==> config.mk <==
export PLATFORM = sky130hd
export DESIGN_NAME = dip_stim_sequencer_flat
export DESIGN_NICKNAME = d
export VERILOG_FILES = /design/src/rtl/dip_stim_sequencer_pkg.sv /design/src/rtl/dip_stim_sequencer_if.sv /design/src/rtl/dip_stim_sequencer_step_ram.sv /design/src/rtl/dip_stim_sequencer.sv /design/src/flat_wrapper.sv
export SDC_FILE = /design/constraint.sdc
export NUM_CORES = 1
export LEC_CHECK = 0
export CORE_AREA = 2 2 193 195
export CTS_CLUSTER_DIAMETER = 40
export DETAILED_ROUTE_END_ITERATION = 8
export DIE_AREA = 0 0 195 197
export MAX_ROUTING_LAYER = met4
export PLACE_DENSITY = 0.79
export SYNTH_ARGS = -nofsm -noshare
export SYNTH_HDL_FRONTEND = slang
export SYNTH_SLANG_ARGS = --single-unit
==> constraint.sdc <==
create_clock -name CLK -period 6.41 [get_ports CLK]
set_input_delay 0.641 -clock CLK [delete_from_list [all_inputs] [get_ports CLK]]
set_output_delay 0.641 -clock CLK [all_outputs]
set_load 0.02 [all_outputs]
==> src/rtl/dip_stim_sequencer_pkg.sv <==
// Shared types for the DIP/PB stimulus sequencer: FSM states, step-table entry and default widths.
package stim_pkg;
    localparam int N_DIPS_D = 16;
    localparam int N_PBS_D  = 3;
    localparam int DEPTH_D  = 8;
    localparam int HOLD_W_D = 16;

    typedef enum logic [1:0] {IDLE, HOLD, GAP} state_t;

    // Field widths track the package defaults; the sequencer parameters default to the same values.
    typedef struct packed {
        logic [N_DIPS_D-1:0] dip;
        logic [N_PBS_D-1:0]  pb;
        logic [HOLD_W_D-1:0] hold;
        logic [HOLD_W_D-1:0] gap;
        logic                con_en;
        logic [7:0]          con_byte;
    } step_t;

    function automatic logic [HOLD_W_D-1:0] hold_load(input logic [HOLD_W_D-1:0] h);
        return (h == '0) ? HOLD_W_D'(1) : h;
    endfunction
endpackage

==> src/rtl/dip_stim_sequencer_if.sv <==
// Host/Wrapper-side signal bundle of the stimulus sequencer; slave = sequencer, master = host/consumer.
interface dip_stim_sequencer_if
    import stim_pkg::*;
#(
    parameter int N_DIPs = N_DIPS_D,
    parameter int N_PBs  = N_PBS_D,
    parameter int DEPTH  = DEPTH_D,
    parameter int HOLD_W = HOLD_W_D
);
    localparam int AW = $clog2(DEPTH);

    logic              START;
    logic              STOP;
    logic              LOOP;
    logic [AW-1:0]     LAST_STEP;
    logic              WR_EN;
    logic [AW-1:0]     WR_ADDR;
    logic [N_DIPs-1:0] WR_DIP;
    logic [N_PBs-1:0]  WR_PB;
    logic [HOLD_W-1:0] WR_HOLD;
    logic [HOLD_W-1:0] WR_GAP;
    logic              WR_CON_EN;
    logic [7:0]        WR_CON_BYTE;
    logic [N_DIPs-1:0] DIP;
    logic [N_PBs-1:0]  PB;
    logic [7:0]        CONSOLE_IN;
    logic              CONSOLE_IN_valid;
    logic              CONSOLE_IN_ack;
    logic              BUSY;
    logic              DONE;
    logic [AW-1:0]     STEP_IDX;

    modport master (
        output START, STOP, LOOP, LAST_STEP, WR_EN, WR_ADDR, WR_DIP, WR_PB,
               WR_HOLD, WR_GAP, WR_CON_EN, WR_CON_BYTE, CONSOLE_IN_ack,
        input  DIP, PB, CONSOLE_IN, CONSOLE_IN_valid, BUSY, DONE, STEP_IDX
    );

    modport slave (
        input  START, STOP, LOOP, LAST_STEP, WR_EN, WR_ADDR, WR_DIP, WR_PB,
               WR_HOLD, WR_GAP, WR_CON_EN, WR_CON_BYTE, CONSOLE_IN_ack,
        output DIP, PB, CONSOLE_IN, CONSOLE_IN_valid, BUSY, DONE, STEP_IDX
    );
endinterface

==> src/rtl/dip_stim_sequencer_step_ram.sv <==
// Step table: DEPTH entries, one synchronous write port, one asynchronous read port.
module stim_step_ram
    import stim_pkg::*;
#(
    parameter int DEPTH = DEPTH_D,
    localparam int AW   = $clog2(DEPTH)
) (
    input  logic          CLK,
    input  logic          i_wr_en,
    input  logic [AW-1:0] i_wr_addr,
    input  step_t         i_wr_data,
    input  logic [AW-1:0] i_rd_addr,
    output step_t         o_rd_data
);
    step_t r_mem [DEPTH];

    always_ff @(posedge CLK) begin
        if (i_wr_en) begin
            r_mem[i_wr_addr] <= i_wr_data;
        end
    end

    assign o_rd_data = r_mem[i_rd_addr];
endmodule

==> src/rtl/dip_stim_sequencer.sv <==
// Replays the step table into DIP/PB with per-step hold and zero gap, plus optional console byte injection.
module dip_stim_sequencer
    import stim_pkg::*;
#(
    parameter int N_DIPs = N_DIPS_D,
    parameter int N_PBs  = N_PBS_D,
    parameter int DEPTH  = DEPTH_D,
    parameter int HOLD_W = HOLD_W_D
) (
    input  logic                 CLK,
    input  logic                 RESET,
    dip_stim_sequencer_if.slave  bus
);
    localparam int AW = $clog2(DEPTH);

    state_t            r_state;
    logic [AW-1:0]     r_idx;
    logic [AW-1:0]     r_last;
    logic              r_loop;
    logic [HOLD_W-1:0] r_cnt;
    logic [HOLD_W-1:0] r_gap;
    logic              r_con_en;
    logic              r_sent;
    logic [N_DIPs-1:0] r_dip;
    logic [N_PBs-1:0]  r_pb;
    logic [7:0]        r_con;
    logic              r_valid;
    logic              r_done;

    step_t             w_wr_step;
    step_t             w_step;
    logic              w_wr_en;
    logic [AW-1:0]     w_nidx;
    logic              w_at_last;
    logic              w_cnt_exp;
    logic              w_xfer;
    logic              w_con_ok;
    logic              w_advance;
    logic              w_enter;
    logic              w_finish;

    assign w_wr_step = '{dip: bus.WR_DIP, pb: bus.WR_PB, hold: bus.WR_HOLD, gap: bus.WR_GAP,
                         con_en: bus.WR_CON_EN, con_byte: bus.WR_CON_BYTE};
    assign w_wr_en   = bus.WR_EN && (r_state == IDLE);

    // The table is read at the index the sequencer is about to enter, so outputs register in one edge.
    assign w_at_last = (r_idx == r_last);
    assign w_nidx    = ((r_state == IDLE) || w_at_last) ? '0 : AW'(r_idx + 1'b1);

    assign w_cnt_exp = (r_cnt == HOLD_W'(1));
    assign w_xfer    = r_valid && bus.CONSOLE_IN_ack;
    assign w_con_ok  = !r_con_en || r_sent || w_xfer;
    assign w_advance = ((r_state == HOLD) && w_cnt_exp && w_con_ok && (r_gap == '0)) ||
                       ((r_state == GAP) && w_cnt_exp);
    assign w_enter   = ((r_state == IDLE) && bus.START) || (w_advance && !(w_at_last && !r_loop));
    assign w_finish  = w_advance && w_at_last && !r_loop;

    stim_step_ram #(.DEPTH(DEPTH)) u_ram (
        .CLK       (CLK),
        .i_wr_en   (w_wr_en),
        .i_wr_addr (bus.WR_ADDR),
        .i_wr_data (w_wr_step),
        .i_rd_addr (w_nidx),
        .o_rd_data (w_step)
    );

    always_ff @(posedge CLK) begin
        r_done <= 1'b0;
        if (RESET || bus.STOP) begin
            r_state  <= IDLE;
            r_idx    <= '0;
            r_last   <= '0;
            r_loop   <= 1'b0;
            r_cnt    <= '0;
            r_gap    <= '0;
            r_con_en <= 1'b0;
            r_sent   <= 1'b0;
            r_dip    <= '0;
            r_pb     <= '0;
            r_con    <= 8'h00;
            r_valid  <= 1'b0;
        end else begin
            unique case (r_state)
                IDLE: begin
                    if (bus.START) begin
                        r_loop <= bus.LOOP;
                        r_last <= bus.LAST_STEP;
                    end
                end
                HOLD: begin
                    if (w_xfer) begin
                        r_valid <= 1'b0;
                        r_con   <= 8'h00;
                        r_sent  <= 1'b1;
                    end
                    if (!w_cnt_exp) begin
                        r_cnt <= r_cnt - 1'b1;
                    end else if (w_con_ok && (r_gap != '0)) begin
                        r_state <= GAP;
                        r_cnt   <= r_gap;
                        r_dip   <= '0;
                        r_pb    <= '0;
                    end
                end
                GAP: begin
                    if (!w_cnt_exp) begin
                        r_cnt <= r_cnt - 1'b1;
                    end
                end
                default: r_state <= IDLE;
            endcase

            // Entering a step overrides the per-state updates above: a new visit re-arms the console byte.
            if (w_enter) begin
                r_state  <= HOLD;
                r_idx    <= w_nidx;
                r_dip    <= w_step.dip;
                r_pb     <= w_step.pb;
                r_cnt    <= hold_load(w_step.hold);
                r_gap    <= w_step.gap;
                r_con_en <= w_step.con_en;
                r_con    <= w_step.con_en ? w_step.con_byte : 8'h00;
                r_valid  <= w_step.con_en;
                r_sent   <= 1'b0;
            end else if (w_finish) begin
                r_state <= IDLE;
                r_idx   <= '0;
                r_dip   <= '0;
                r_pb    <= '0;
                r_con   <= 8'h00;
                r_valid <= 1'b0;
                r_done  <= 1'b1;
            end
        end
    end

    assign bus.DIP              = r_dip;
    assign bus.PB               = r_pb;
    assign bus.CONSOLE_IN       = r_con;
    assign bus.CONSOLE_IN_valid = r_valid;
    assign bus.BUSY             = (r_state != IDLE);
    assign bus.DONE             = r_done;
    assign bus.STEP_IDX         = r_idx;
endmodule

==> src/flat_wrapper.sv <==
// flat-port wrapper written by rule: the top's interface ports become plain ports
module dip_stim_sequencer_flat import stim_pkg::*;
#(
    parameter int N_DIPs = N_DIPS_D,
    parameter int N_PBs  = N_PBS_D,
    parameter int DEPTH  = DEPTH_D,
    parameter int HOLD_W = HOLD_W_D
)
  (CLK, RESET, bus_START, bus_STOP, bus_LOOP, bus_LAST_STEP, bus_WR_EN, bus_WR_ADDR, bus_WR_DIP, bus_WR_PB, bus_WR_HOLD, bus_WR_GAP, bus_WR_CON_EN, bus_WR_CON_BYTE, bus_CONSOLE_IN_ack, bus_DIP, bus_PB, bus_CONSOLE_IN, bus_CONSOLE_IN_valid, bus_BUSY, bus_DONE, bus_STEP_IDX);
  dip_stim_sequencer_if #(.N_DIPs(N_DIPs), .N_PBs(N_PBs), .DEPTH(DEPTH), .HOLD_W(HOLD_W)) bus_i ();
  input  logic CLK;
  input  logic RESET;
  input wire logic [$bits(bus_i.START)-1:0] bus_START;
  input wire logic [$bits(bus_i.STOP)-1:0] bus_STOP;
  input wire logic [$bits(bus_i.LOOP)-1:0] bus_LOOP;
  input wire logic [$bits(bus_i.LAST_STEP)-1:0] bus_LAST_STEP;
  input wire logic [$bits(bus_i.WR_EN)-1:0] bus_WR_EN;
  input wire logic [$bits(bus_i.WR_ADDR)-1:0] bus_WR_ADDR;
  input wire logic [$bits(bus_i.WR_DIP)-1:0] bus_WR_DIP;
  input wire logic [$bits(bus_i.WR_PB)-1:0] bus_WR_PB;
  input wire logic [$bits(bus_i.WR_HOLD)-1:0] bus_WR_HOLD;
  input wire logic [$bits(bus_i.WR_GAP)-1:0] bus_WR_GAP;
  input wire logic [$bits(bus_i.WR_CON_EN)-1:0] bus_WR_CON_EN;
  input wire logic [$bits(bus_i.WR_CON_BYTE)-1:0] bus_WR_CON_BYTE;
  input wire logic [$bits(bus_i.CONSOLE_IN_ack)-1:0] bus_CONSOLE_IN_ack;
  output wire logic [$bits(bus_i.DIP)-1:0] bus_DIP;
  output wire logic [$bits(bus_i.PB)-1:0] bus_PB;
  output wire logic [$bits(bus_i.CONSOLE_IN)-1:0] bus_CONSOLE_IN;
  output wire logic [$bits(bus_i.CONSOLE_IN_valid)-1:0] bus_CONSOLE_IN_valid;
  output wire logic [$bits(bus_i.BUSY)-1:0] bus_BUSY;
  output wire logic [$bits(bus_i.DONE)-1:0] bus_DONE;
  output wire logic [$bits(bus_i.STEP_IDX)-1:0] bus_STEP_IDX;
  assign bus_i.START = bus_START;
  assign bus_i.STOP = bus_STOP;
  assign bus_i.LOOP = bus_LOOP;
  assign bus_i.LAST_STEP = bus_LAST_STEP;
  assign bus_i.WR_EN = bus_WR_EN;
  assign bus_i.WR_ADDR = bus_WR_ADDR;
  assign bus_i.WR_DIP = bus_WR_DIP;
  assign bus_i.WR_PB = bus_WR_PB;
  assign bus_i.WR_HOLD = bus_WR_HOLD;
  assign bus_i.WR_GAP = bus_WR_GAP;
  assign bus_i.WR_CON_EN = bus_WR_CON_EN;
  assign bus_i.WR_CON_BYTE = bus_WR_CON_BYTE;
  assign bus_i.CONSOLE_IN_ack = bus_CONSOLE_IN_ack;
  assign bus_DIP = bus_i.DIP;
  assign bus_PB = bus_i.PB;
  assign bus_CONSOLE_IN = bus_i.CONSOLE_IN;
  assign bus_CONSOLE_IN_valid = bus_i.CONSOLE_IN_valid;
  assign bus_BUSY = bus_i.BUSY;
  assign bus_DONE = bus_i.DONE;
  assign bus_STEP_IDX = bus_i.STEP_IDX;
  dip_stim_sequencer #(.N_DIPs(N_DIPs), .N_PBs(N_PBs), .DEPTH(DEPTH), .HOLD_W(HOLD_W)) u_core (.CLK(CLK), .RESET(RESET), .bus(bus_i));
endmodule
==> metrics.md <==
| Metric | Value |
|---|---|
| Cts repair resizes | `0` |
| Critical path class | `flip-flop to flip-flop` |
| Die X | `between 150 and 200 µm` |
| Vias/cell | `roughly 6.6` |
| CP peak stage delay | `about 0.83 ns` |
| Ys async rst share | `0%` |
| First-pass detailed-route iteration total | `6` |
| Clock sink total | `552` |
| Total of max-cap violations | `0` |
| Detail Route Antenna Nets | `0` |
| Routed vias | `14,100` |
| Final wirelength | `52,200 µm` |
| Max Slew Vio Count | `0` |
| WP data arrival | `between 4 and 5 ns` |
| Core Area | `about 0.036 mm²` |
| Worst-Margin Slew | `~1.4 ns` |
| Max frequency | `around 240 MHz` |
| Hold_sp | `u_core.bus.CONSOLE_IN[7]` |
| Ranking of synthesized cells by area | `edfxtp_1 (67%), dfxtp_1 (6.7%), nand2_1 (4.7%), a221oi_1 (2.5%), nand3_1 (2.3%)` |
| Setup Viol. Count Final | `0` |
| Most frequent CP cell | `buf_4` |
| Number of port buffers | `roughly 110` |
| Reg-to-reg critical path endpoint | `u_core.bus.CONSOLE_IN[2]` |
| Syn nets | `~1,600` |
| Pwr Density | `~310 mW/mm²` |
| Post-Syn Area | `approximately 0.022 mm²` |
| Leak pwr | `between 8 and 9 nW` |
| Hold-critical path depth | `2` |
| Register area share after synthesis | `approximately 73%` |
| Reg2Reg Depth | `8` |
| CP Capture Type | `flip-flop` |
| Hold path endpoint | `u_core.bus.CONSOLE_IN[7]` |
| Total GRT Usage | `27.9%` |
| Setup TNS | `0 ns` |
| Yosys warning count | `0` |
| Placer Congestion | `between 0.8 and 0.9` |
| Post-route cell area | `~0.025 mm²` |
| Crit-path slowest cell | `buf_4` |
| Die area | `around 0.038 mm²` |
| Delay-heaviest family, CP | `buffers and inverters` |
| Initial Util | `slightly below 60%` |
| Worst path required time | `6.87 ns` |
| Initial antenna violation count | `3` |
| EDFF count, synth | `480` |
| H-tree levels | `2` |
| Yosys reg bits | `about 550` |
| Worst Path Max Fanout | `71` |
| Worst Path Buf+Inv | `2` |
| Cells after DPL | `2,036` |
| Cell variety after synth | `between 70 and 80` |
| FILL cells | `about 2,400` |
| Row count | `70` |
| Post-DP HPWL | `28,100 µm` |
| Fin crit period | `roughly 4.2 ns` |
| Wire per inst | `around 24 µm` |
| Clock Latency Late Sink | `just over 0.6 ns` |
| Crit start category | `flip-flop` |
| Cells along the critical path | `buf_4, xor2_2, o311ai_4, buf_4, nand3_1, a31oi_1, or2_0, o21ai_1` |
| Peak supply drop | `between 200 and 250 µV` |
| Remaining DRCs | `0` |
| Post-CTS Setup Inserts | `0` |
| Cells after Synth | `between 1,500 and 2,000` |
| Part of the cycle the worst path needs | `65.1%` |
| Congestion Overflow GR | `0` |
| Nets@finish | `about 1,700` |
| RSZ-0062 raised after global routing | `false` |
| Synth Area per Inst | `approximately 14 µm²` |
| Largest net degree at the start of global routing | `between 100 and 150` |
| FF-to-FF setup slack | `between 2 and 2.5 ns` |
| Placed cell area | `about 0.023 mm²` |
| Chip height | `197 µm` |
| Most used DFF post-synth | `edfxtp_1` |
| Worst-path clk slew | `about 0.060 ns` |
| Inserted Clock Buffers | `59` |
| Max Clock Skew | `0.0190 ns` |
| CTS tree | `built` |
| Number of global-route vias before repair | `between 10,000 and 15,000` |
| Clock root buffer | `clkbuf_16` |
| Status | `finished clean` |
| Layout cells sized above 1 | `10.7%` |
| Non-filler instance count after layout | `about 2,100` |
| Initial DRC count | `1,736` |
| Yosys top cell area share | `66.7%` |
| CTS Buffer Depth | `3` |
| Io pins | `106` |
| Global-route wire length before repair | `79,900 µm` |
| Hold-fix buffers, CTS | `0` |
| P&R area growth vs syn | `15.9%` |
| Hold WC Path Type | `flip-flop to flip-flop` |
| Final number of hold-violating endpoints | `0` |
| Worst reg2reg startpoint | `u_core.bus.STEP_IDX[0]` |
| Slew headroom | `about 8%` |
| Synth area leader | `edfxtp_1` |
-- through the flow --
stage / hold WS [ns] / utilization [%] / total power [mW] / setup slack (ns)
after floorplan: 0.432 / - / 4.26 / 0.593
after global placement: 0.437 / 63.7 / 4.41 / 2.49
after detailed placement: 0.442 / 63.7 / 4.42 / 2.31
after CTS: 0.458 / 69.1 / 7.73 / 2.30
after global routing: 0.478 / 69.1 / 7.91 / 2.04
final: 0.463 / 69.1 / 7.71 / 2.24
-- layout make-up --
type                       instances  area, µm²  area share [%]
antenna                            3       7.51          0.0300
clock buffer                      66       1520            6.08
clock inverter                    44        418            1.67
inverter                          10       37.5           0.150
multi-input combinational        878       5390            21.5
sequential                       552      15900            63.3
tap                              468        586            2.34
timing repair buffer             128       1240            4.94
-- worst reg2reg max path: cells and delay by family (launching register included) --
kind,cells,cell delay [ns]
and+or+nand+nor,2,0.64
buffers and inverters,2,1.28
AOI/OAI and AO/OA,3,1.16
DFF,1,0.74
xor gates and xnor gates,1,0.22
-- state kept, by name (all words and copies together), names as in the netlist --
signal                       flops
u_core.r_last                    3
u_core.r_loop                    1
u_core.u_ram.r_mem             480
u_core.r_gap                    16
u_core.bus.DIP                  16
u_core.r_state                   2
u_core.bus.STEP_IDX              3
u_core.bus.PB                    3
u_core.bus.CONSOLE_IN            8
u_core.r_sent                    1
u_core.r_con_en                  1
u_core.bus.CONSOLE_IN_valid      1
u_core.bus.DONE                  1
u_core.r_cnt                    16
-- report_power, final --
group / internal, mW / switching [mW]
Combinational: 0.118 / 0.221
Sequential: 3.98 / 0.0326
Clock: 1.94 / 1.42
-- routing by layer --
metal / vias to the layer above / routed length (µm) / part of all wire, % / GRT usage [%]
met1: 7000 / 20700 / 40 / 37.4
met2: 800 / 25200 / 48 / 44.0
li1: 6201 / - / - / -
met3: 133 / 4620 / 8.8 / 4.28
met4: 0 / 1680 / 3.2 / 10.5
met5: - / 0 / 0 / -
-- synthesized netlist by cell type, types with 31 or more instances --
cell,count
o21ai_0,50
a221oi_1,61
edfxtp_1,480
nand2_1,269
clkbuf_1,65
nor2_1,31
o221ai_1,33
nand3_1,99
a21oi_1,61
nor3_1,38
dfxtp_1,72
a31oi_1,56
-- cell usage in the layout (no fill, tap or decap), types with 8 or more instances in the layout --
cell,Yosys,routed
o221ai_1,33,33
mux2_2,24,24
dfxtp_1,72,71
inv_1,9,9
clkdlybuf4s50_1,0,105
clkinv_1,0,13
o21ai_1,8,8
buf_4,1,22
inv_6,0,8
clkbuf_16,0,59
nor2_1,31,27
mux4_2,8,8
o21ai_0,50,50
o2bb2ai_1,16,16
edfxtp_1,480,480
nand2_1,269,268
a21oi_1,61,60
a31oi_1,56,56
a22oi_1,18,18
nand3_1,99,99
clkinv_2,0,8
a211o_1,8,8
nor3_1,38,34
a221oi_1,61,61
-- cells by family after synthesis --
family / after synthesis / synth area share [%]
buf+inv: 114 / 2.21
compound gates: 353 / 11.7
simple gates: 478 / 9.76
flops: 552 / 73.4
xor+xnor: 8 / 0.429
fa+ha+maj: 6 / 0.347
mux: 33 / 2.13
-- worst max path at each step --
stage / end / startpoint / depth (start not counted)
global route: u_core.bus.CONSOLE_IN[5] / u_core.bus.STEP_IDX[0] / 8
global placement: u_core.bus.CONSOLE_IN[4] / u_core.bus.STEP_IDX[0] / 8
finish: u_core.bus.CONSOLE_IN[2] / u_core.bus.STEP_IDX[0] / 8
CTS: u_core.bus.CONSOLE_IN[2] / u_core.bus.STEP_IDX[0] / 8
floorplan: u_core.u_ram.r_mem[3][0] / u_core.r_state[0] / 6
detailed placement: u_core.bus.CONSOLE_IN[2] / u_core.bus.STEP_IDX[0] / 8
No activity file was read; power rests on OpenSTA's default activity.
